==> src/rtl/serial_readout_mux_pkg.sv <==
`default_nettype none
// +----------------------------------------------------------------------+
// | serial_readout_pkg                                                   |
// | Shared types and helpers for serial_readout_mux: frame state enum,  |
// | default sizes, width helpers and the next-enabled-channel search.    |
// | Rev 1.0 - initial release                                            |
// +----------------------------------------------------------------------+
package serial_readout_pkg;

  // Frame sequencer states
  typedef enum logic [1:0] {
    IDLE = 2'd0,
    HDR  = 2'd1,
    CH   = 2'd2,
    TRL  = 2'd3
  } readout_state_t;

  localparam int DEF_N_CH     = 8;
  localparam int DEF_CH_BITS  = 7;
  localparam int DEF_HDR_BITS = 4;
  localparam int DEF_TRL_BITS = 6;

  // Upper bound on channel count supported by the generic search function
  localparam int MAX_CH   = 64;
  localparam int CH_IDX_W = 6;

  typedef struct packed {
    logic                none;
    logic [CH_IDX_W-1:0] idx;
  } ch_sel_t;

  function automatic int max3(input int a, input int b, input int c);
    int m;
    m = a;
    if (b > m) m = b;
    if (c > m) m = c;
    return m;
  endfunction

  // Index width that never collapses to zero bits
  function automatic int idx_width(input int n);
    return (n > 1) ? $clog2(n) : 1;
  endfunction

  // Lowest set bit of mask at or above index 'from'; none=1 if there is none
  function automatic ch_sel_t next_enabled_ch(input logic [MAX_CH-1:0] mask,
                                              input int               from);
    ch_sel_t r;
    r.none = 1'b1;
    r.idx  = '0;
    for (int i = MAX_CH - 1; i >= 0; i--) begin
      if (mask[i] && (i >= from)) begin
        r.none = 1'b0;
        r.idx  = CH_IDX_W'(i);
      end
    end
    return r;
  endfunction

endpackage
`default_nettype wire

==> src/rtl/serial_readout_mux_if.sv <==
`default_nettype none
// +----------------------------------------------------------------------+
// | serial_readout_mux_if                                                |
// | Bundle of the readout mux request, per-channel data/shift and frame  |
// | status signals. master = frame requester/serializers, slave = mux.   |
// | Rev 1.0 - initial release                                            |
// +----------------------------------------------------------------------+
interface serial_readout_mux_if #(
  parameter int N_CH = serial_readout_pkg::DEF_N_CH
);
  localparam int CUR_W = serial_readout_pkg::idx_width(N_CH);

  logic             start;
  logic [N_CH-1:0]  ch_mask;
  logic [N_CH-1:0]  raw_serial_out;
  logic             wr_serial_out;
  logic             serial_out;
  logic [N_CH-1:0]  ch_shift;
  logic [CUR_W-1:0] cur_ch;
  logic             busy;
  logic             frame_done;

  modport master (
    output start, ch_mask, raw_serial_out, wr_serial_out,
    input  serial_out, ch_shift, cur_ch, busy, frame_done
  );

  modport slave (
    input  start, ch_mask, raw_serial_out, wr_serial_out,
    output serial_out, ch_shift, cur_ch, busy, frame_done
  );
endinterface
`default_nettype wire

==> src/rtl/serial_readout_mux_ch_priority_enc.sv <==
`default_nettype none
// +----------------------------------------------------------------------+
// | ch_priority_enc                                                      |
// | Finds the next enabled channel: lowest set mask bit when 'first' is  |
// | high, otherwise the lowest set bit strictly above cur_ch.            |
// | Rev 1.0 - initial release                                            |
// +----------------------------------------------------------------------+
module ch_priority_enc
  import serial_readout_pkg::*;
#(
  parameter int N_CH = DEF_N_CH,
  localparam int CUR_W = idx_width(N_CH)
) (
  input  logic [N_CH-1:0]  mask,
  input  logic [CUR_W-1:0] cur_ch,
  input  logic             first,
  output logic [CUR_W-1:0] next_ch,
  output logic             none
);

  ch_sel_t w_sel;
  int      w_from;

  // Search start point and result decode
  always_comb begin
    w_from  = first ? 0 : (int'(cur_ch) + 1);
    w_sel   = next_enabled_ch(MAX_CH'(mask), w_from);
    none    = w_sel.none || (int'(w_sel.idx) >= N_CH);
    next_ch = CUR_W'(w_sel.idx);
  end

endmodule
`default_nettype wire

==> src/rtl/serial_readout_mux.sv <==
`default_nettype none
// +----------------------------------------------------------------------+
// | serial_readout_mux                                                   |
// | Self-sequencing frame readout: header from the W/R path, each        |
// | enabled channel's serial data, then trailer from the W/R path.       |
// | Optional: SERIAL_READOUT_PARITY_EN appends an even-parity bit to     |
// | every channel slot.                                                  |
// | Rev 1.0 - initial release                                            |
// +----------------------------------------------------------------------+
module serial_readout_mux
  import serial_readout_pkg::*;
#(
  parameter int N_CH     = DEF_N_CH,
  parameter int CH_BITS  = DEF_CH_BITS,
  parameter int HDR_BITS = DEF_HDR_BITS,
  parameter int TRL_BITS = DEF_TRL_BITS
) (
  input  logic                 sclk,
  input  logic                 rst,
  serial_readout_mux_if.slave  bus
);

  localparam int CUR_W = idx_width(N_CH);
  localparam int CNT_W = idx_width(max3(CH_BITS + 1, HDR_BITS, TRL_BITS));

`ifdef SERIAL_READOUT_PARITY_EN
  localparam int SLOT_BITS = CH_BITS + 1;
  localparam logic [CNT_W-1:0] PAR_CNT = CNT_W'(CH_BITS);
`else
  localparam int SLOT_BITS = CH_BITS;
`endif

  localparam logic [CNT_W-1:0] HDR_LAST  = CNT_W'(HDR_BITS - 1);
  localparam logic [CNT_W-1:0] SLOT_LAST = CNT_W'(SLOT_BITS - 1);
  localparam logic [CNT_W-1:0] TRL_LAST  = CNT_W'(TRL_BITS - 1);

  readout_state_t   state_q, state_d;
  logic [CNT_W-1:0] bit_cnt_q, bit_cnt_d;
  logic [N_CH-1:0]  mask_q, mask_d;
  logic [CUR_W-1:0] cur_ch_q, cur_ch_d;
  logic             serial_out_q, serial_out_d;
  logic             busy_q, busy_d;
  logic             frame_done_q, frame_done_d;
`ifdef SERIAL_READOUT_PARITY_EN
  logic             parity_q, parity_d;
`endif

  logic [N_CH-1:0]  w_enc_mask;
  logic [CUR_W-1:0] w_enc_next;
  logic             w_enc_none;
  logic [N_CH-1:0]  w_ch_shift;

  // In IDLE the incoming mask is searched so a header-less frame can jump
  // straight to its first channel; afterwards only the captured mask counts.
  assign w_enc_mask = (state_q == IDLE) ? bus.ch_mask : mask_q;

  ch_priority_enc #(.N_CH(N_CH)) u_enc (
    .mask    (w_enc_mask),
    .cur_ch  (cur_ch_q),
    .first   (state_q != CH),
    .next_ch (w_enc_next),
    .none    (w_enc_none)
  );

  // Frame sequencing, source selection and counters
  always_comb begin
    state_d      = state_q;
    bit_cnt_d    = bit_cnt_q + CNT_W'(1);
    mask_d       = mask_q;
    cur_ch_d     = cur_ch_q;
    serial_out_d = 1'b0;
    frame_done_d = 1'b0;
`ifdef SERIAL_READOUT_PARITY_EN
    parity_d     = parity_q;
`endif
    unique case (state_q)
      IDLE: begin
        bit_cnt_d = '0;
        cur_ch_d  = '0;
`ifdef SERIAL_READOUT_PARITY_EN
        parity_d  = 1'b0;
`endif
        if (bus.start) begin
          mask_d = bus.ch_mask;
          if (HDR_BITS > 0) begin
            state_d = HDR;
          end else if (w_enc_none) begin
            state_d = TRL;
          end else begin
            state_d  = CH;
            cur_ch_d = w_enc_next;
          end
        end
      end
      HDR: begin
        serial_out_d = bus.wr_serial_out;
        if (bit_cnt_q == HDR_LAST) begin
          bit_cnt_d = '0;
          if (w_enc_none) begin
            state_d = TRL;
          end else begin
            state_d  = CH;
            cur_ch_d = w_enc_next;
          end
        end
      end
      CH: begin
`ifdef SERIAL_READOUT_PARITY_EN
        if (bit_cnt_q == PAR_CNT) begin
          serial_out_d = parity_q;
        end else begin
          serial_out_d = bus.raw_serial_out[cur_ch_q];
          parity_d     = parity_q ^ bus.raw_serial_out[cur_ch_q];
        end
`else
        serial_out_d = bus.raw_serial_out[cur_ch_q];
`endif
        if (bit_cnt_q == SLOT_LAST) begin
          bit_cnt_d = '0;
`ifdef SERIAL_READOUT_PARITY_EN
          parity_d  = 1'b0;
`endif
          if (w_enc_none) begin
            state_d  = TRL;
            cur_ch_d = '0;
          end else begin
            cur_ch_d = w_enc_next;
          end
        end
      end
      TRL: begin
        serial_out_d = bus.wr_serial_out;
        if (bit_cnt_q == TRL_LAST) begin
          bit_cnt_d    = '0;
          state_d      = IDLE;
          frame_done_d = 1'b1;
        end
      end
      default: state_d = IDLE;
    endcase
    busy_d = (state_d != IDLE);
  end

  // Shift strobe for the channel sampled this cycle (never in a parity cycle)
  always_comb begin
    w_ch_shift = '0;
    if (state_q == CH) begin
`ifdef SERIAL_READOUT_PARITY_EN
      if (bit_cnt_q != PAR_CNT) w_ch_shift[cur_ch_q] = 1'b1;
`else
      w_ch_shift[cur_ch_q] = 1'b1;
`endif
    end
  end

  // State and registered outputs; reset aborts a frame without frame_done
  always_ff @(posedge sclk or posedge rst) begin
    if (rst) begin
      state_q      <= IDLE;
      bit_cnt_q    <= '0;
      mask_q       <= '0;
      cur_ch_q     <= '0;
      serial_out_q <= 1'b0;
      busy_q       <= 1'b0;
      frame_done_q <= 1'b0;
`ifdef SERIAL_READOUT_PARITY_EN
      parity_q     <= 1'b0;
`endif
    end else begin
      state_q      <= state_d;
      bit_cnt_q    <= bit_cnt_d;
      mask_q       <= mask_d;
      cur_ch_q     <= cur_ch_d;
      serial_out_q <= serial_out_d;
      busy_q       <= busy_d;
      frame_done_q <= frame_done_d;
`ifdef SERIAL_READOUT_PARITY_EN
      parity_q     <= parity_d;
`endif
    end
  end

  assign bus.serial_out = serial_out_q;
  assign bus.ch_shift   = w_ch_shift;
  assign bus.cur_ch     = cur_ch_q;
  assign bus.busy       = busy_q;
  assign bus.frame_done = frame_done_q;

endmodule
`default_nettype wire
==> src/flat_wrapper.sv <==
// flat-port wrapper written by rule: the top's interface ports become plain ports
module serial_readout_mux_flat import serial_readout_pkg::*;
#(
  parameter int N_CH     = DEF_N_CH,
  parameter int CH_BITS  = DEF_CH_BITS,
  parameter int HDR_BITS = DEF_HDR_BITS,
  parameter int TRL_BITS = DEF_TRL_BITS
)
  (sclk, rst, bus_start, bus_ch_mask, bus_raw_serial_out, bus_wr_serial_out, bus_serial_out, bus_ch_shift, bus_cur_ch, bus_busy, bus_frame_done);
  serial_readout_mux_if #(.N_CH(N_CH)) bus_i ();
  input  logic sclk;
  input  logic rst;
  input wire logic [$bits(bus_i.start)-1:0] bus_start;
  input wire logic [$bits(bus_i.ch_mask)-1:0] bus_ch_mask;
  input wire logic [$bits(bus_i.raw_serial_out)-1:0] bus_raw_serial_out;
  input wire logic [$bits(bus_i.wr_serial_out)-1:0] bus_wr_serial_out;
  output wire logic [$bits(bus_i.serial_out)-1:0] bus_serial_out;
  output wire logic [$bits(bus_i.ch_shift)-1:0] bus_ch_shift;
  output wire logic [$bits(bus_i.cur_ch)-1:0] bus_cur_ch;
  output wire logic [$bits(bus_i.busy)-1:0] bus_busy;
  output wire logic [$bits(bus_i.frame_done)-1:0] bus_frame_done;
  assign bus_i.start = bus_start;
  assign bus_i.ch_mask = bus_ch_mask;
  assign bus_i.raw_serial_out = bus_raw_serial_out;
  assign bus_i.wr_serial_out = bus_wr_serial_out;
  assign bus_serial_out = bus_i.serial_out;
  assign bus_ch_shift = bus_i.ch_shift;
  assign bus_cur_ch = bus_i.cur_ch;
  assign bus_busy = bus_i.busy;
  assign bus_frame_done = bus_i.frame_done;
  serial_readout_mux #(.N_CH(N_CH), .CH_BITS(CH_BITS), .HDR_BITS(HDR_BITS), .TRL_BITS(TRL_BITS)) u_core (.sclk(sclk), .rst(rst), .bus(bus_i));
endmodule
==> config.mk <==
export PLATFORM = sky130hd
export DESIGN_NAME = serial_readout_mux_flat
export DESIGN_NICKNAME = d
export VERILOG_FILES = /design/src/rtl/serial_readout_mux_pkg.sv /design/src/rtl/serial_readout_mux_if.sv /design/src/rtl/serial_readout_mux_ch_priority_enc.sv /design/src/rtl/serial_readout_mux.sv /design/src/flat_wrapper.sv
export SDC_FILE = /design/constraint.sdc
export NUM_CORES = 1
export LEC_CHECK = 0
export BUFFER_PORTS_ARGS = -buffer_cell sky130_fd_sc_hd__clkbuf_2
export CORE_MARGIN = 1.5
export CORE_UTILIZATION = 57
export DETAILED_ROUTE_END_ITERATION = 12
export MAX_ROUTING_LAYER = met4
export PLACE_DENSITY = 0.84
export SETUP_SLACK_MARGIN = 0.15
export SYNTH_ARGS = -nofsm -noshare
export SYNTH_HDL_FRONTEND = slang
export SYNTH_SLANG_ARGS = --single-unit
==> constraint.sdc <==
create_clock -name sclk -period 3.4 [get_ports sclk]
set_clock_uncertainty 0.2 [all_clocks]
set_input_delay 0.68 -clock sclk [delete_from_list [all_inputs] [get_ports sclk]]
set_output_delay 0.68 -clock sclk [all_outputs]
set_load 0.005 [all_outputs]
### After elaboration in Yosys (flattened, before gate mapping)

Cells that the tools add are included.

| cells by class | value |
|---|---|
| $add $sub $neg | 2 |
| magnitude comparators | 11 |
| equal/unequal tests | 10 |
| multiplexer cells | 34 |
| reductions and logical operators | 16 |

Operators with widths:

| operator | count |
|---|---|
| 4-bit by 32-bit >= comparator with 1-bit output, first input constant | 4 |
| 3-bit by 32-bit >= comparator with 1-bit output, first input constant | 2 |
| 7-bit two-way mux | 8 |
| 1-bit by 32-bit >= comparator with 1-bit output, first input constant | 1 |
| 2-bit by 32-bit >= comparator with 1-bit output, first input constant | 1 |
| 32-bit two-way mux | 1 |
| 3-bit two-way mux | 7 |
| 8-bit two-way mux | 2 |
| 3-bit one-hot mux with 4 select lines | 1 |
| 2-bit two-way mux | 5 |
| 1-bit logical AND | 9 |
| 3-bit one-hot mux with 3 select lines | 1 |
| 2-bit one-hot mux with 4 select lines | 1 |
| 3-bit equality test, second input constant | 2 |
| 6-bit by 4-bit >= comparator with 1-bit output, second input constant | 1 |
| 1-bit two-way mux | 5 |
| 3-bit by 1-bit adder with 4-bit output, second input constant | 1 |
| 2-bit equality test, second input constant | 2 |
| 3-bit by 4-bit < comparator with 1-bit output, second input constant | 1 |
| 2-bit by 1-bit != test with 1-bit output, second input constant | 2 |
| 2-bit != test, second input constant | 2 |
| 4-bit AND reduction | 1 |
| 3-bit by 1-bit adder with 3-bit output, second input constant | 1 |
| 1-bit binary-select mux with 3-bit select | 1 |
| other kinds (11) | 11 |

| word-level totals | value |
|---|---|
| register bits after elaboration | 19 |
| bits of input ports | 20 |
| output and inout bits | 14 |
| logic and storage cells | 80 |

### Longest topological paths before layout

| logic depth | value |
|---|---|
| depth after elaboration | 18 |
| depth in mapped cells | 9 |
| gate-level depth less buffers | 7 |

### Hierarchy

A second synthesis with hierarchy kept.

| unflattened totals | value |
|---|---|
| cells, all modules | 157 |
| area, all modules | 1516.5 um2 |

Modules (own cells, without submodules):

| module | instances | cells each | area each (um2) | seq. area each (um2) |
|---|---|---|---|---|
| serial_readout_mux | 1 | 120 | 1236.2 | 475.5 |
| ch_priority_enc | 1 | 37 | 280.3 | 0.0 |

### Worst setup path before layout

Ideal clock, no wire load.

| path | value |
|---|---|
| path type | register -> register |
| start point | reg u_core.cur_ch_q[1], in the netlist u_core.bus.cur_ch[1] |
| end point | reg u_core.busy_q, in the netlist u_core.bus.busy |
| library setup time | 0.131 ns |
| data arrival time | 1.905 ns |
| data required time | 3.069 ns |
| path slack | 1.164 ns |
| stages on the path, launching flop included | 7 |
| buffers on the path | 0 |
| period minus slack after synthesis | 2.236 ns |
| cells stage by stage | dfrtp_1 > ha_1 > and3b_1 > or2_2 > a31o_2 > a311oi_1 > o21bai_1 |

| between the ends | value |
|---|---|
| cells in the longest elaborated chain, start to end | 18 |
| elaborated cells on any way between the ends | 34 |
| classes of those cells | add/sub: 1; order compare: 9; mux: 14; reduce/logical: 10 |

RTL lines:

| item | RTL line | RTL |
|---|---|---|
| from (decl) | serial_readout_mux.sv:40 | `logic [CUR_W-1:0] cur_ch_q, cur_ch_d;` |
| from (signal assigned) | serial_readout_mux.sv:173 | `cur_ch_q <= cur_ch_d;` |
| 3-bit by 1-bit adder with 4-bit output (*) | serial_readout_mux_ch_priority_enc.sv:26 | `w_from = first ? 0 : (int'(cur_ch) + 1);` |
| 32-bit two-way mux (*) | serial_readout_mux_ch_priority_enc.sv:26 |  |
| 4-bit by 32-bit >= comparator with 1-bit output | serial_readout_mux_pkg.sv:52 | `if (mask[i] && (i >= from)) begin` |
| 1-bit logical AND | serial_readout_mux_pkg.sv:52 |  |
| 7-bit two-way mux (7 in series) | serial_readout_mux_pkg.sv:52 |  |
| 7-bit two-way mux (*) | serial_readout_mux_pkg.sv:52 |  |
| 6-bit by 4-bit >= comparator with 1-bit output | serial_readout_mux_ch_priority_enc.sv:28 | `none = w_sel.none \|\| (int'(w_sel.idx) >= N_CH);` |
| 1-bit logical OR (*) | serial_readout_mux_ch_priority_enc.sv:28 |  |
| 2-bit two-way mux / 1-bit two-way mux (equally long branches) | serial_readout_mux.sv:123, serial_readout_mux.sv:99 |  |
| 2-bit two-way mux (on tied branches) | serial_readout_mux.sv:118, serial_readout_mux.sv:97 |  |
| 2-bit one-hot mux with 4 select lines (*) | serial_readout_mux.sv:76 | `unique case (state_q)` |
| 2-bit nonzero test (*) | serial_readout_mux.sv:141 | `busy_d = (state_d != IDLE);` |
| named net u_core.busy_d | serial_readout_mux.sv:42 | `logic busy_q, busy_d;` |
| to (signal assigned) | serial_readout_mux.sv:175 | `busy_q <= busy_d;` |
| to (decl) | serial_readout_mux.sv:42 |  |

Mark *: on every way through the listed nets, which the timed path passes. The rest lies on a longest branch.
A chain may end at the register's enable or synchronous reset.

### Worst setup path after layout

| path | value |
|---|---|
| start point | reg u_core.state_q[0] |
| end point | reg u_core.cur_ch_q[1], in the netlist u_core.bus.cur_ch[1] |

| between the ends | value |
|---|---|
| cells in the longest elaborated chain, start to end | 17 |
| elaborated cells on any way between the ends | 42 |
| classes of those cells | order compare: 9; eq/ne: 6; mux: 15; reduce/logical: 12 |

RTL lines:

| item | RTL line | RTL |
|---|---|---|
| from (decl) | serial_readout_mux.sv:37 | `readout_state_t state_q, state_d;` |
| from (signal assigned) | serial_readout_mux.sv:170 | `state_q <= state_d;` |
| 2-bit != test | serial_readout_mux.sv:60 | `.first (state_q != CH),` |
| 32-bit two-way mux | serial_readout_mux_ch_priority_enc.sv:26 |  |
| 4-bit by 32-bit >= comparator with 1-bit output | serial_readout_mux_pkg.sv:52 |  |
| 1-bit logical AND | serial_readout_mux_pkg.sv:52 |  |
| 7-bit two-way mux (8 in series) | serial_readout_mux_pkg.sv:52 |  |
| 6-bit by 4-bit >= comparator with 1-bit output | serial_readout_mux_ch_priority_enc.sv:28 |  |
| 1-bit logical OR | serial_readout_mux_ch_priority_enc.sv:28 |  |
| 3-bit two-way mux | serial_readout_mux.sv:123 | `if (w_enc_none) begin` |
| 3-bit two-way mux | serial_readout_mux.sv:118 | `if (bit_cnt_q == SLOT_LAST) begin` |
| 3-bit one-hot mux with 3 select lines | serial_readout_mux.sv:76 |  |

Several ways; a longest one is shown, not always the timed one. The select of a mux whose other input is x is not followed.

==> flow_summary_export.csv <==
group,metric,value,unit
cts,cts-hold-fix-buffers,0,
synthesis,most_instantiated_flip_flop_cell_in_the_synthesis_netlist,"sky130_fd_sc_hd__dfrtp_1",
synthesis,synth_cells,141,
critical_path,r2r_end,"u_core.bus.cur_ch[1]",
synthesis,synth.lib_cells_used.distinct,45,
drt,post_drt_wl_per_cell,16.46,µm
synthesis,proportion_of_synthesized_chip_area_in_sequential_cells,34.02,%
layout,layout-area-overhead-vs-synth,13.25,%
floorplanning,top_level_ports,34,
global_route,grt_remaining_overflow,0,
pwr,finalPower,1.137,mW
synthesis,synth-async-reset-ratio,100.0,%
layout,diodes,0,
global_route,antenna_found_initial,0,
synthesis,fraction_of_synthesized_area_in_multiplexers,15.49,%
placement,buffers_on_ports,33,
layout,final_cell_area,0.001583,mm²
floorplanning,floorplan.rows,17,
placement,place_hpwl,2.540,mm
drt,detail_route.vias_per_cell,6.050,
run_status,outcome,"finished, final reports clean",
sta,setup_total_neg_slack,0,ns
synthesis,synth_compound_area_share,19.79,%
layout,seq_cell_area,475.5,µm²
drt,route.vias.total,1216,
critical_path,worst-endpoint-arrival,2.89,ns
drt,final_antenna_net_count,0,
sta,post-route-min-period,2.885,ns
critical_path,critical_path.reg2reg.startpoint,"u_core.state_q[0]",
sta,worst-slew-pin-transition,0.7507,ns
critical_path,worst_setup_path_end_kind,"flip-flop",
pwr,power.density,718.4,mW/mm²
synthesis,synth.avg_cell_area,9.912,µm²
synthesis,synth_fa_ha_area_share,8.953,%
synthesis,synth_top_family_by_area,"compound AO/OA/AOI/OAI gates",
drt,count_of_tritonroute_iterations_in_the_first_routing_pass,4,
synthesis,synthSimpleGateAreaFrac,14.32,%
layout,fillCellCount,185,
cts,cts-buffers-inserted,3,
floorplanning,die_h,52.52,µm
sta,timing.final.max_slew_violations,0,
global_route,first_pass_grt_wire_length,5.533,mm
sta,hold_slack,0.2656,ns
cts,max-clock-path-buffers,2,
sta,maxClockFrequency,346.6,MHz
critical_path,reg2reg_depth,6,
synthesis,yosysTopAreaCell,"sky130_fd_sc_hd__dfrtp_1",
synthesis,synth_area,0.001398,mm²
layout,finish.net_count,204,
floorplanning,die_x,52.52,µm
synthesis,synthesized_flop_and_latch_total,19,
sta,rsz0062_at_grt,"false",
floorplanning,core_footprint,0.002255,mm²
pwr,cellLeakagePower,0.7604,nW
sta,fin_ws,0.5149,ns
cts,cts_repair_resize_count,0,
critical_path,ff2ff_setup_slack,0.51,ns
cts,ctsHtreeMaxLevel,1,
global_route,grt_max_degree,20,
synthesis,synth-warning-count,0,
global_route,number_of_global_route_vias_before_repair,1241,
drt,first_iter_violations,58,
cts,clkTransAtPathRegs,0.12,ns
layout,multiInputGateArea,834.6,µm²
critical_path,worstSetupStartpointType,"flip-flop",
cts,cts_tree,"yes",
critical_path,largest_fanout_on_the_critical_path,17,
floorplanning,fp.dieArea,0.002758,mm²
floorplanning,start_util,61.99,%
pwr,vdd.ir_drop.worst,0.0004013,V
sta,post-route-period-util,84.86,%
drt,wl,3.309,mm
cts,cts.root.buffer_cell,"sky130_fd_sc_hd__clkbuf_4",
sta,max-slew-margin-rel,49.90,%
layout,final_layout_size_suffix_gt1_share,34.10,%
cts,post_cts.repair.setup_buffers,0,
synthesis,synth_edf_count,0,
cts,cts.sinks,19,
cts,clock_insertion_delay_worst_skew,0.31,ns
flow_run,cap_violations,0,
drt,final_routed_drc_violation_total,0,
synthesis,postSynthNetCount,171,
critical_path,worstPathRequired,3.41,ns
synthesis,synth_xor_area_share,1.164,%
sta,finalHoldViolations,0,
hold_path,hold_path_class,"primary input to async pin",
placement,placedInstanceArea,0.001555,mm²
sta,setup_viol,0,
placement,pre_cts_slack,0.6007,ns
synthesis,synth.area.top_cells,"sky130_fd_sc_hd__dfrtp_1 34%, sky130_fd_sc_hd__ha_1 9.0%, sky130_fd_sc_hd__mux2_2 7.3%",
global_route,grt_util_all_layers,28.21,%
synthesis,yosysTopAreaCellShare,34.02,%
critical_path,critical_path_class,"flip-flop to flip-flop",
placement,routabilityCongestion,0.8442,
## cell usage after synthesis, types with 2 or more instances
cell type,instances
sky130_fd_sc_hd__a21oi_1,7
sky130_fd_sc_hd__ha_1,10
sky130_fd_sc_hd__or3_1,2
sky130_fd_sc_hd__dfrtp_1,19
sky130_fd_sc_hd__inv_1,12
sky130_fd_sc_hd__buf_4,2
sky130_fd_sc_hd__o21ai_0,3
sky130_fd_sc_hd__nor2_1,13
sky130_fd_sc_hd__nor3_1,7
sky130_fd_sc_hd__mux2_2,9
sky130_fd_sc_hd__buf_6,2
sky130_fd_sc_hd__nand2_1,10
sky130_fd_sc_hd__nand2b_1,2
sky130_fd_sc_hd__o21a_1,3
sky130_fd_sc_hd__mux2i_1,7
sky130_fd_sc_hd__o32ai_1,3
sky130_fd_sc_hd__mux4_2,2
## cells by family (layout without fill, tap and decap cells)
logic type,Yosys count,in the layout
AOI/OAI and AO/OA,34,34
xor gates and xnor gates,1,1
adders and majority gates,10,10
buffers and inverters,17,49
DFF,19,19
muxes,18,18
and+or+nand+nor,42,42
## worst max-delay path by stage
stage	startpoint	end	slack (ns)
2_1_floorplan	u_core.bus.cur_ch[1]	u_core.bus.busy	1.16
3_3_place_gp	u_core.state_q[1]	u_core.bus.busy	0.77
3_5_place_dp	u_core.state_q[0]	u_core.bus.cur_ch[1]	0.60
4_1_cts	u_core.state_q[0]	u_core.bus.cur_ch[1]	0.53
5_1_grt	u_core.state_q[0]	u_core.bus.cur_ch[1]	0.35
6_report	u_core.state_q[0]	u_core.bus.cur_ch[1]	0.51
## critical path, stage by stage (launching register included)
cell,delay [ns]
sky130_fd_sc_hd__dfrtp_1,0.44
sky130_fd_sc_hd__inv_1,0.13
sky130_fd_sc_hd__ha_1,0.65
sky130_fd_sc_hd__mux2_2,0.44
sky130_fd_sc_hd__o41ai_2,0.50
sky130_fd_sc_hd__a31oi_1,0.23
sky130_fd_sc_hd__o32ai_1,0.19
## stage by stage
stage,utilization [%],std cells
after CTS,70.20,201
after floorplan,-,141
after global placement,68.98,197
final,70.20,201
after detailed placement,68.98,197
after global routing,70.20,201
## layout make-up
cell class / instances / area share [%]
Timing Repair Buffer: 33 / 10.43
Inverter: 12 / 2.846
Clock inverter: 1 / 0.3162
Clock buffer: 3 / 1.423
Sequential cell: 19 / 30.04
Multi-Input combinational cell: 105 / 52.73
Tap cell: 28 / 2.213
## per-layer routing
metal  up-vias  GRT usage (%)  routed length, µm
met5         -              -                  0
met4         0          14.53                 84
met3         9          4.571                227
met2        71          47.71               1617
met1       571          32.06               1379
li1        565              -                  -
## flip-flops by register name, summed over array words and instances, names as in the netlist
name	cells
u_core.mask_q	8
u_core.bit_cnt_q	3
u_core.bus.cur_ch	3
u_core.state_q	2
u_core.bus.busy	1
u_core.bus.frame_done	1
u_core.bus.serial_out	1
## cells in the final DEF, fill, tap and decap left out, types with 7 or more instances in the layout
| cell type | n |
|---|---|
| sky130_fd_sc_hd__ha_1 | 10 |
| sky130_fd_sc_hd__dfrtp_1 | 19 |
| sky130_fd_sc_hd__nor2_1 | 13 |
| sky130_fd_sc_hd__mux2i_1 | 7 |
| sky130_fd_sc_hd__mux2_2 | 9 |
| sky130_fd_sc_hd__nand2_1 | 10 |
| sky130_fd_sc_hd__inv_1 | 12 |
| sky130_fd_sc_hd__nor3_1 | 7 |
| sky130_fd_sc_hd__clkbuf_2 | 33 |
| sky130_fd_sc_hd__a21oi_1 | 7 |
## where the power goes
| group | internal, mW | total [mW] | switching [mW] | leakage, nW |
|---|---|---|---|---|
| Sequential | 0.312 | 0.396 | 0.0834 | 0.240 |
| Combinational | 0.285 | 0.619 | 0.334 | 0.503 |
| Clock | 0.0440 | 0.122 | 0.0781 | 0.0177 |
| Total | 0.641 | 1.14 | 0.496 | 0.760 |
Note: power is estimated with default switching activity, not from simulation.
